<file path="config.mk">
export PLATFORM = sky130hd
export DESIGN_NAME = conv_scheduler
export DESIGN_NICKNAME = d
export VERILOG_FILES = /design/src/rtl/conv_scheduler.sv
export SDC_FILE = /design/constraint.sdc
export NUM_CORES = 1
export LEC_CHECK = 0
export BUFFER_PORTS_ARGS = -buffer_cell sky130_fd_sc_hd__buf_2
export CAP_MARGIN = 20
export CORE_MARGIN = 4
export CORE_UTILIZATION = 40
export CTS_CLUSTER_SIZE = 8
export DETAILED_ROUTE_END_ITERATION = 8
export GPL_TIMING_DRIVEN = 0
export PLACE_DENSITY = 0.6
export SYNTH_ARGS = -nofsm -noshare
export SYNTH_HDL_FRONTEND = slang
export SYNTH_SLANG_ARGS = --single-unit
</file>
<file path="constraint.sdc">
create_clock -name clk -period 1.64 [get_ports clk]
set_input_delay 0.246 -clock clk [delete_from_list [all_inputs] [get_ports clk]]
set_output_delay 0.246 -clock clk [all_outputs]
set_load 0.01 [all_outputs]
</file>
<file path="src/rtl/conv_scheduler.sv">
// conv_scheduler: streams an IMG_W x IMG_H image of 4-bit pixels through an
// external combinational 2x2 convolution datapath.
//   start            : begin a job (sampled in IDLE)
//   w_valid/w_data   : four kernel weight beats, captured into inw_0..inw_3
//   in_valid/in_data : raster-order pixels, accepted when in_ready is high
//   ifm_0..ifm_3     : current 2x2 window driven to the datapath
//   conv_out         : datapath result, registered into out_data
//   out_valid/out_last/out_data : result stream, one pulse per window
//   busy/done        : job in progress / one-cycle pulse on completion
module conv_scheduler #(
  parameter int unsigned IMG_W = 8,
  parameter int unsigned IMG_H = 8
) (
  input  logic       clk,
  input  logic       rst_n,
  input  logic       start,
  input  logic       w_valid,
  input  logic [3:0] w_data,
  input  logic       in_valid,
  input  logic [3:0] in_data,
  output logic       in_ready,
  output logic [3:0] ifm_0,
  output logic [3:0] ifm_1,
  output logic [3:0] ifm_2,
  output logic [3:0] ifm_3,
  output logic [3:0] inw_0,
  output logic [3:0] inw_1,
  output logic [3:0] inw_2,
  output logic [3:0] inw_3,
  input  logic [9:0] conv_out,
  output logic       out_valid,
  output logic [9:0] out_data,
  output logic       out_last,
  output logic       busy,
  output logic       done
);

  localparam int unsigned CW  = $clog2(IMG_W);
  localparam int unsigned RW  = $clog2(IMG_H);
  localparam int unsigned LBD = IMG_W + 1;

  typedef enum logic [1:0] {IDLE, LOAD_W, STREAM, FLUSH} state_t;

  state_t        state, state_d;
  logic          in_ready_d, busy_d, done_d;
  logic [1:0]    widx;
  logic [CW-1:0] col;
  logic [RW-1:0] row;
  logic [3:0]    lb [LBD];
  logic          win_v, win_last;

  logic accept_c, last_pix_c, win_ok_c;

  assign accept_c   = in_valid && in_ready && (state == STREAM);
  assign last_pix_c = (row == RW'(IMG_H - 1)) && (col == CW'(IMG_W - 1));
  assign win_ok_c   = (row != '0) && (col != '0);

  // Next-state and next registered control outputs.
  always_comb begin
    state_d    = state;
    in_ready_d = 1'b0;
    busy_d     = 1'b0;
    done_d     = 1'b0;
    case (state)
      IDLE:    if (start) state_d = LOAD_W;
      LOAD_W:  if (w_valid && (widx == 2'd3)) state_d = STREAM;
      STREAM:  if (accept_c && last_pix_c) state_d = FLUSH;
      FLUSH:   if (out_last) state_d = IDLE;
      default: state_d = IDLE;
    endcase
    in_ready_d = (state_d == STREAM);
    busy_d     = (state_d != IDLE);
    done_d     = (state == FLUSH) && (state_d == IDLE);
  end

  // State, control outputs, weights, counters and result pipeline.
  always_ff @(posedge clk or negedge rst_n) begin
    if (!rst_n) begin
      state     <= IDLE;
      in_ready  <= 1'b0;
      busy      <= 1'b0;
      done      <= 1'b0;
      widx      <= 2'd0;
      inw_0     <= 4'd0;
      inw_1     <= 4'd0;
      inw_2     <= 4'd0;
      inw_3     <= 4'd0;
      row       <= '0;
      col       <= '0;
      ifm_0     <= 4'd0;
      ifm_1     <= 4'd0;
      ifm_2     <= 4'd0;
      ifm_3     <= 4'd0;
      win_v     <= 1'b0;
      win_last  <= 1'b0;
      out_valid <= 1'b0;
      out_last  <= 1'b0;
      out_data  <= 10'd0;
    end else begin
      state    <= state_d;
      in_ready <= in_ready_d;
      busy     <= busy_d;
      done     <= done_d;

      if (state == IDLE) begin
        widx <= 2'd0;
        row  <= '0;
        col  <= '0;
      end

      if ((state == LOAD_W) && w_valid) begin
        case (widx)
          2'd0:    inw_0 <= w_data;
          2'd1:    inw_1 <= w_data;
          2'd2:    inw_2 <= w_data;
          default: inw_3 <= w_data;
        endcase
        widx <= widx + 2'd1;
      end

      if (accept_c) begin
        if (col == CW'(IMG_W - 1)) begin
          col <= '0;
          row <= row + RW'(1);
        end else begin
          col <= col + CW'(1);
        end
      end

      // lb[0] is the previous pixel, lb[IMG_W-1] the one above, lb[IMG_W] above-left.
      if (accept_c && win_ok_c) begin
        ifm_0 <= lb[IMG_W];
        ifm_1 <= lb[IMG_W-1];
        ifm_2 <= lb[0];
        ifm_3 <= in_data;
      end
      win_v    <= accept_c && win_ok_c;
      win_last <= accept_c && last_pix_c;

      out_valid <= win_v;
      out_last  <= win_last;
      if (win_v) out_data <= conv_out;
    end
  end

  // Row line buffer: shifts once per accepted pixel.
  always_ff @(posedge clk or negedge rst_n) begin
    if (!rst_n) begin
      for (int i = 0; i < int'(LBD); i++) lb[i] <= 4'd0;
    end else if (accept_c) begin
      lb[0] <= in_data;
      for (int i = 1; i < int'(LBD); i++) lb[i] <= lb[i-1];
    end
  end

endmodule

</file>
==> impl_metrics.env, run 1 <==
export IMPL_ys_seq_area_share_pct=63.1
export IMPL_die_w_um=105
export IMPL_worst_ep_required_time_ns=1.89
export IMPL_cts_buffers=9
export IMPL_post_drt_wl_per_cell_um=13.5
export IMPL_syn_area_mm2=0.00377
export IMPL_hold_depth=3
export IMPL_numPortBuffers=69
export IMPL_critPathLaunch="row[0]$_DFF_PN0_"
export IMPL_hpwlAfterDp_um=4800
export IMPL_syn_nets=356
export IMPL_irDropWorstVdd_mv=0.784
export IMPL_timing_final_crit_period_ns=1.63
export IMPL_grt_ovfl_total=0
export IMPL_placedInstanceArea_mm2=0.00429
export IMPL_maxSlewViolCount=0
export IMPL_vias=2560
export IMPL_syn_inst=323
export IMPL_core_mm2=0.00920
export IMPL_clkLatencyLatePin_ns=0.36
export IMPL_fin_nets=448
export IMPL_final_area_mm2=0.00463
export IMPL_viasPerCell=4.82
export IMPL_fin_tns_setup_ns=0
export IMPL_final_period_utilization_pct=99.5
export IMPL_cap_viol_max_count=0
export IMPL_grt_start_max_net_pins=68
export IMPL_reg2reg_depth=6
export IMPL_io_pins=70
export IMPL_worst_slew_pin_slew_ns=0.552
export IMPL_fmax_ghz=0.613
export IMPL_skew_ns=0.0113
export IMPL_tritoncts="yes"
export IMPL_yosysUniqueCellTypes=27
export IMPL_crit_path_max_fanout=5
export IMPL_drt_iter0_drc=69
export IMPL_hp_class="in -> reg"
export IMPL_hold_viol=0
export IMPL_synth_top_area_share_pct=63.1
export IMPL_cp_start_kind="flip-flop"
export IMPL_ys_ff_latch=95
export IMPL_status="finished clean"
export IMPL_synth_warnings=0
export IMPL_clk_pin_slew_ns=0.10
export IMPL_die_y_um=105
export IMPL_start_util_pct=41.0
export IMPL_drc=0
export IMPL_min_delay_start="in_data[3]"
export IMPL_diodes=0
export IMPL_powerDensity_mw_per_mm2=1660
export IMPL_rrSetupSlack_ns=0.008
export IMPL_synthTopCellsByArea="dfrtp_1 63%, nand2_1 12%, mux2_2 9.9%"
export IMPL_yosys_area_top_type="dfrtp_1"
export IMPL_grt_pass1_wl_um=12200
export IMPL_avgSynthCellArea_um2=11.7
export IMPL_antenna_found_initial=0
export IMPL_rr_startpoint="row[0]$_DFF_PN0_"
export IMPL_grt_usage_pct=13.7
export IMPL_p_leak_nw=2.55
export IMPL_clk_path_buf_depth=2
export IMPL_cts_sinks=95
export IMPL_fill_cells=851
export IMPL_routed_wl_um=7190
export IMPL_worstReg2RegEnd="ifm_2[1]$_DFFE_PN0P_"
export IMPL_post_route_cells_drive_above_1_share_pct=35.2
export IMPL_min_to="lb[35]$_DFFE_PN0P_"
export IMPL_grt_pass1_vias=2583
export IMPL_setup_viol=0
export IMPL_slew_headroom_pct=63.2
export IMPL_dr_pass1_iters=5
export IMPL_rows=35
export IMPL_gp_congestion=0.713
export IMPL_critPathCaptureType="flip-flop"
export IMPL_rsz0062_at_grt="true"
export IMPL_cts_root_buffer="clkbuf_8"
export IMPL_antenna_left=0
export IMPL_cp_arrival_ns=1.88
export IMPL_critPathKind="reg -> reg"
export IMPL_ctsHtreeMaxLevel=3
export IMPL_stdcell_count=531
export IMPL_syn2layout_area_growth_pct=23.0
export IMPL_dp_cells=504
export IMPL_whs_ns=0.0916
export IMPL_die_area_mm2=0.0110
## registers in the layout, indices dropped and copies added (netlist names), 3 cells and up
signal    cells
inw_2         4
inw_1         4
out_data     10
ifm_2         4
col           3
ifm_3         4
inw_0         4
lb           36
inw_3         4
row           3
ifm_1         4
ifm_0         4
## placed cells by master (no fill, tap or decap), types with 2 or more instances in the layout
| master | instances |
|---|---|
| nand2_1 | 119 |
| dfrtp_1 | 95 |
| buf_2 | 70 |
| mux2_2 | 33 |
| buf_4 | 12 |
| clkbuf_8 | 10 |
| inv_1 | 9 |
| ha_1 | 8 |
| mux2_1 | 7 |
| nand3_1 | 6 |
| o21ai_0 | 6 |
| clkbuf_1 | 5 |
| nor2_1 | 3 |
| clkbuf_2 | 2 |
| and3_1 | 2 |
| clkbuf_4 | 2 |
| nand2b_1 | 2 |
| buf_6 | 2 |
| mux2_4 | 2 |
| a22o_1 | 2 |
| ha_2 | 2 |
| inv_6 | 2 |
| bufinv_16 | 2 |
## critical path: stages, from the launching register on
cell and delay (ns):
dfrtp_1 0.37, inv_1 0.07, ha_2 0.19, a221oi_4 0.26
buf_6 0.16, buf_4 0.15, mux2_1 0.33
## synth_stat cells, drive strengths merged
master  number
a21boi       1
nand3        6
and3         2
ha          10
and4b        1
a21oi        1
dfrtp       95
or2          1
or3b         1
nor2         3
and3b        1
nand3b       1
o21ai        6
a221oi       1
a22o         2
mux2        42
nand2b       2
inv          9
buf          4
nand4b       2
o31ai        1
clkbuf      10
nand2      120
o22a         1
## cell families after synthesis
kind of cell | synth area share [%]
simple gates | 15.7
buf+inv | 2.59
flops | 63.1
mux | 12.6
fa+ha+maj | 3.32
compound gates | 2.72
## layout make-up
cell class	count	area (um2)	area share [%]
inverters	9	33.8	0.730
plain buffers	12	65.1	1.41
multi-input cells	205	1310	28.2
clock buffers	10	138	2.97
repair buffers	83	479	10.3
clock inverters	6	91.3	1.97
well taps	111	139	3.00
flip-flops and latches	95	2380	51.3
## power by group
part / total [mW] / leakage [nW] / internal [mW] / switching [mW]
Sequential: 3.65 / 1.23 / 3.18 / 0.470
Clock: 1.75 / 0.117 / 0.912 / 0.834
Combinational: 2.30 / 1.20 / 1.11 / 1.19
Total: 7.69 / 2.55 / 5.20 / 2.49
## through the flow
stage	util [%]	worst slack [ns]	power [mW]
floorplan	-	0.00179	5.04
global route	50.4	-0.0628	8.28
global placement	46.3	-0.649	5.77
detailed placement	46.6	-0.254	5.87
CTS	49.8	0.00126	7.73
finish	50.4	0.00834	7.69
## worst max path at each step
stage / to / slack, ns / cells after the start
2_1_floorplan: ifm_0[0]$_DFFE_PN0P_ / 0.002 / 5
3_3_place_gp: out_data[4]$_DFFE_PN0P_ / -0.65 / 1
3_5_place_dp: ifm_1[1]$_DFFE_PN0P_ / -0.25 / 5
4_1_cts: row[2]$_DFF_PN0_ / 0.001 / 6
5_1_grt: ifm_3[0]$_DFFE_PN0P_ / -0.06 / 6
6_report: ifm_2[1]$_DFFE_PN0P_ / 0.008 / 6
## routing by layer
layer  up-vias  track usage, %  wire, um
li1       1234               -         -
met1      1274            17.6      3320
met2        44            21.8      3470
met3         8            4.01       297
met4         0            5.62       100
met5         -               0         0
## what timing repair did
action                                  4_1_cts  5_1_grt
hold buffers                                  1        0
buffers inserted                              6        5
gates cloned                                  1        0
gates resized for setup                       4        9
hold endpoints to repair                     28        0
endpoints found under the setup margin       39       72
pin swaps                                     1        2
(Power assumes the default switching activity.)
==> run 2, diff against run 1 <==
--- a/config.mk
+++ b/config.mk
@@ -7,7 +7,6 @@
 export LEC_CHECK = 0
 export BUFFER_PORTS_ARGS = -buffer_cell sky130_fd_sc_hd__buf_2
 export CAP_MARGIN = 20
-export CORE_MARGIN = 4
 export CORE_UTILIZATION = 40
 export CTS_CLUSTER_SIZE = 8
 export DETAILED_ROUTE_END_ITERATION = 8
==> run 2 against run 1 <==
Effect of this change:
- the run now ends with setup timing left
- total power down 1.0%
- combinational power up 4%
- wire length down 2.3%
- fmax down 0.76%
- sequential cell count unchanged
- non-clock buffer count down 5
- via count down 1.6%
- critical path type unchanged
- critical endpoint is now ifm_0[0]$_DFFE_PN0P_
- largest cell class unchanged
- largest power group unchanged
- highest routed layer unchanged
==> impl_metrics.env, run 2 (synthesis gave the netlist of run 1 again) <==
export IMPL_totalPowerFinal_mw=7.62
export IMPL_grt_pass1_vias=2452
export IMPL_grt_ovfl_total=0
export IMPL_core_mm2=0.00920
export IMPL_gp_congestion=0.738
export IMPL_regMostFlops="lb"
export IMPL_final_period_utilization_pct=100
export IMPL_worst_ep_required_time_ns=1.88
export IMPL_final_common_cell="nand2_1"
export IMPL_hp_class="in -> reg"
export IMPL_drc=0
export IMPL_reg_top3="lb: 36 flops, out_data: 10 flops"
export IMPL_violations="setup timing"
export IMPL_dp_cells=504
export IMPL_clkLatencyLatePin_ns=0.36
export IMPL_antenna_found_initial=0
export IMPL_io_pins=70
export IMPL_clk_path_buf_depth=2
export IMPL_irDropWorstVdd_mv=0.782
export IMPL_skew_ns=0.0104
export IMPL_clk_pin_slew_ns=0.10
export IMPL_numPortBuffers=69
export IMPL_pre_cts_slack_ns=-0.282
export IMPL_timing_final_crit_period_ns=1.64
export IMPL_dr_pass1_iters=4
export IMPL_cap_viol_max_count=0
export IMPL_cp_arrival_ns=1.89
export IMPL_vias=2519
export IMPL_post_route_cells_drive_above_1_share_pct=35.9
export IMPL_hold_depth=3
export IMPL_setup_viol=2
export IMPL_reg2reg_depth=6
export IMPL_cts_root_buffer="clkbuf_8"
export IMPL_largest_reg_flops=36
export IMPL_cp_start_kind="flip-flop"
export IMPL_layout_common_cells="120 x nand2_1, 95 x dfrtp_1, 71 x buf_2, 26 x mux2_2, 16 x mux2_4"
export IMPL_maxSlewViolCount=0
export IMPL_rsz0062_at_grt="true"
export IMPL_setup_ws_ns=-0.00409
export IMPL_status="complete, but fails checks"
export IMPL_fin_tns_setup_ns=-0.00412
export IMPL_critPathKind="reg -> reg"
export IMPL_powerDensity_mw_per_mm2=1640
export IMPL_fin_nets=443
export IMPL_critPathCaptureType="flip-flop"
export IMPL_rows=35
export IMPL_whs_ns=0.0870
export IMPL_hold_viol=0
export IMPL_post_drt_wl_per_cell_um=13.3
export IMPL_ctsHtreeMaxLevel=3
export IMPL_antenna_left=0
export IMPL_stdcell_count=526
export IMPL_p_leak_nw=2.53
export IMPL_cts_sinks=95
export IMPL_syn2layout_area_growth_pct=23.1
export IMPL_worst_slew_pin_slew_ns=0.514
export IMPL_crit_path_max_fanout=5
export IMPL_grt_usage_pct=15.6
export IMPL_tritoncts="yes"
export IMPL_fmax_ghz=0.608
export IMPL_hpwlAfterDp_um=4560
export IMPL_slew_headroom_pct=65.8
export IMPL_viasPerCell=4.79
export IMPL_diodes=0
export IMPL_grt_start_max_net_pins=64
export IMPL_routed_wl_um=7020
export IMPL_die_area_mm2=0.00981
export IMPL_die_w_um=99.0
export IMPL_cts_buffers=9
export IMPL_grt_pass1_wl_um=11900
export IMPL_die_y_um=99.0
export IMPL_start_util_pct=41.0
export IMPL_drt_iter0_drc=135
run 2: critical path, cell delays in order (launching register included):
cell and delay, ns:
dfrtp_1 0.38, inv_1 0.06, ha_2 0.19, a221oi_4 0.28, buf_6 0.17, buf_6 0.14, mux2_4 0.30
run 2: power breakdown:
part           internal [mW]  switching (mW)
Clock                  0.751           0.826
Sequential              3.18           0.476
Combinational           1.20            1.19
Total                   5.12            2.49
run 2: final timing paths:
check / endpoint / slack (ns) / startpoint
max in group asynchronous: out_data[1]$_DFFE_PN0P_ / 0.61 / rst_n
min in group asynchronous: ifm_2[1]$_DFFE_PN0P_ / 0.37 / rst_n
max: ifm_0[0]$_DFFE_PN0P_ / -0.004 / row[1]$_DFF_PN0_
max reg2reg: ifm_0[0]$_DFFE_PN0P_ / -0.004 / row[1]$_DFF_PN0_
min reg2reg: out_last$_DFF_PN0_ / 0.37 / win_last$_DFF_PN0_
min: lb[33]$_DFFE_PN0P_ / 0.09 / in_data[1]
run 2: stage by stage:
stage          util, %  instance area (um2)
6_report          50.4                 4630
4_1_cts           49.5                 4550
3_3_place_gp      46.3                 4260
3_5_place_dp      46.6                 4290
5_1_grt           50.4                 4630
2_1_floorplan        -                 3770
run 2: final cells by class:
type	count	area [um2]
fillers	855	4560
flip-flops and latches	95	2380
multi-input cells	205	1360
repair buffers	78	453
well taps	111	139
clock buffers	10	138
clock inverters	6	70.1
plain buffers	12	66.3
inverters	9	33.8
run 2: what timing repair did:
action / CTS / global route
pin swaps: 2 / 2
buffers inserted: 4 / 2
resized for setup: 6 / 23
cloned: 1 / 0
setup endpoints to repair: 49 / 55
hold endpoints to repair: 32 / 0
hold buffers: 1 / 0
run 2: layer usage:
metal,share of wire (%),vias to the layer above,track usage [%]
met5,0,-,0
met4,1.5,0,5.86
met3,3.8,10,3.40
met2,48,51,24.7
met1,47,1243,21.0
li1,-,1215,-
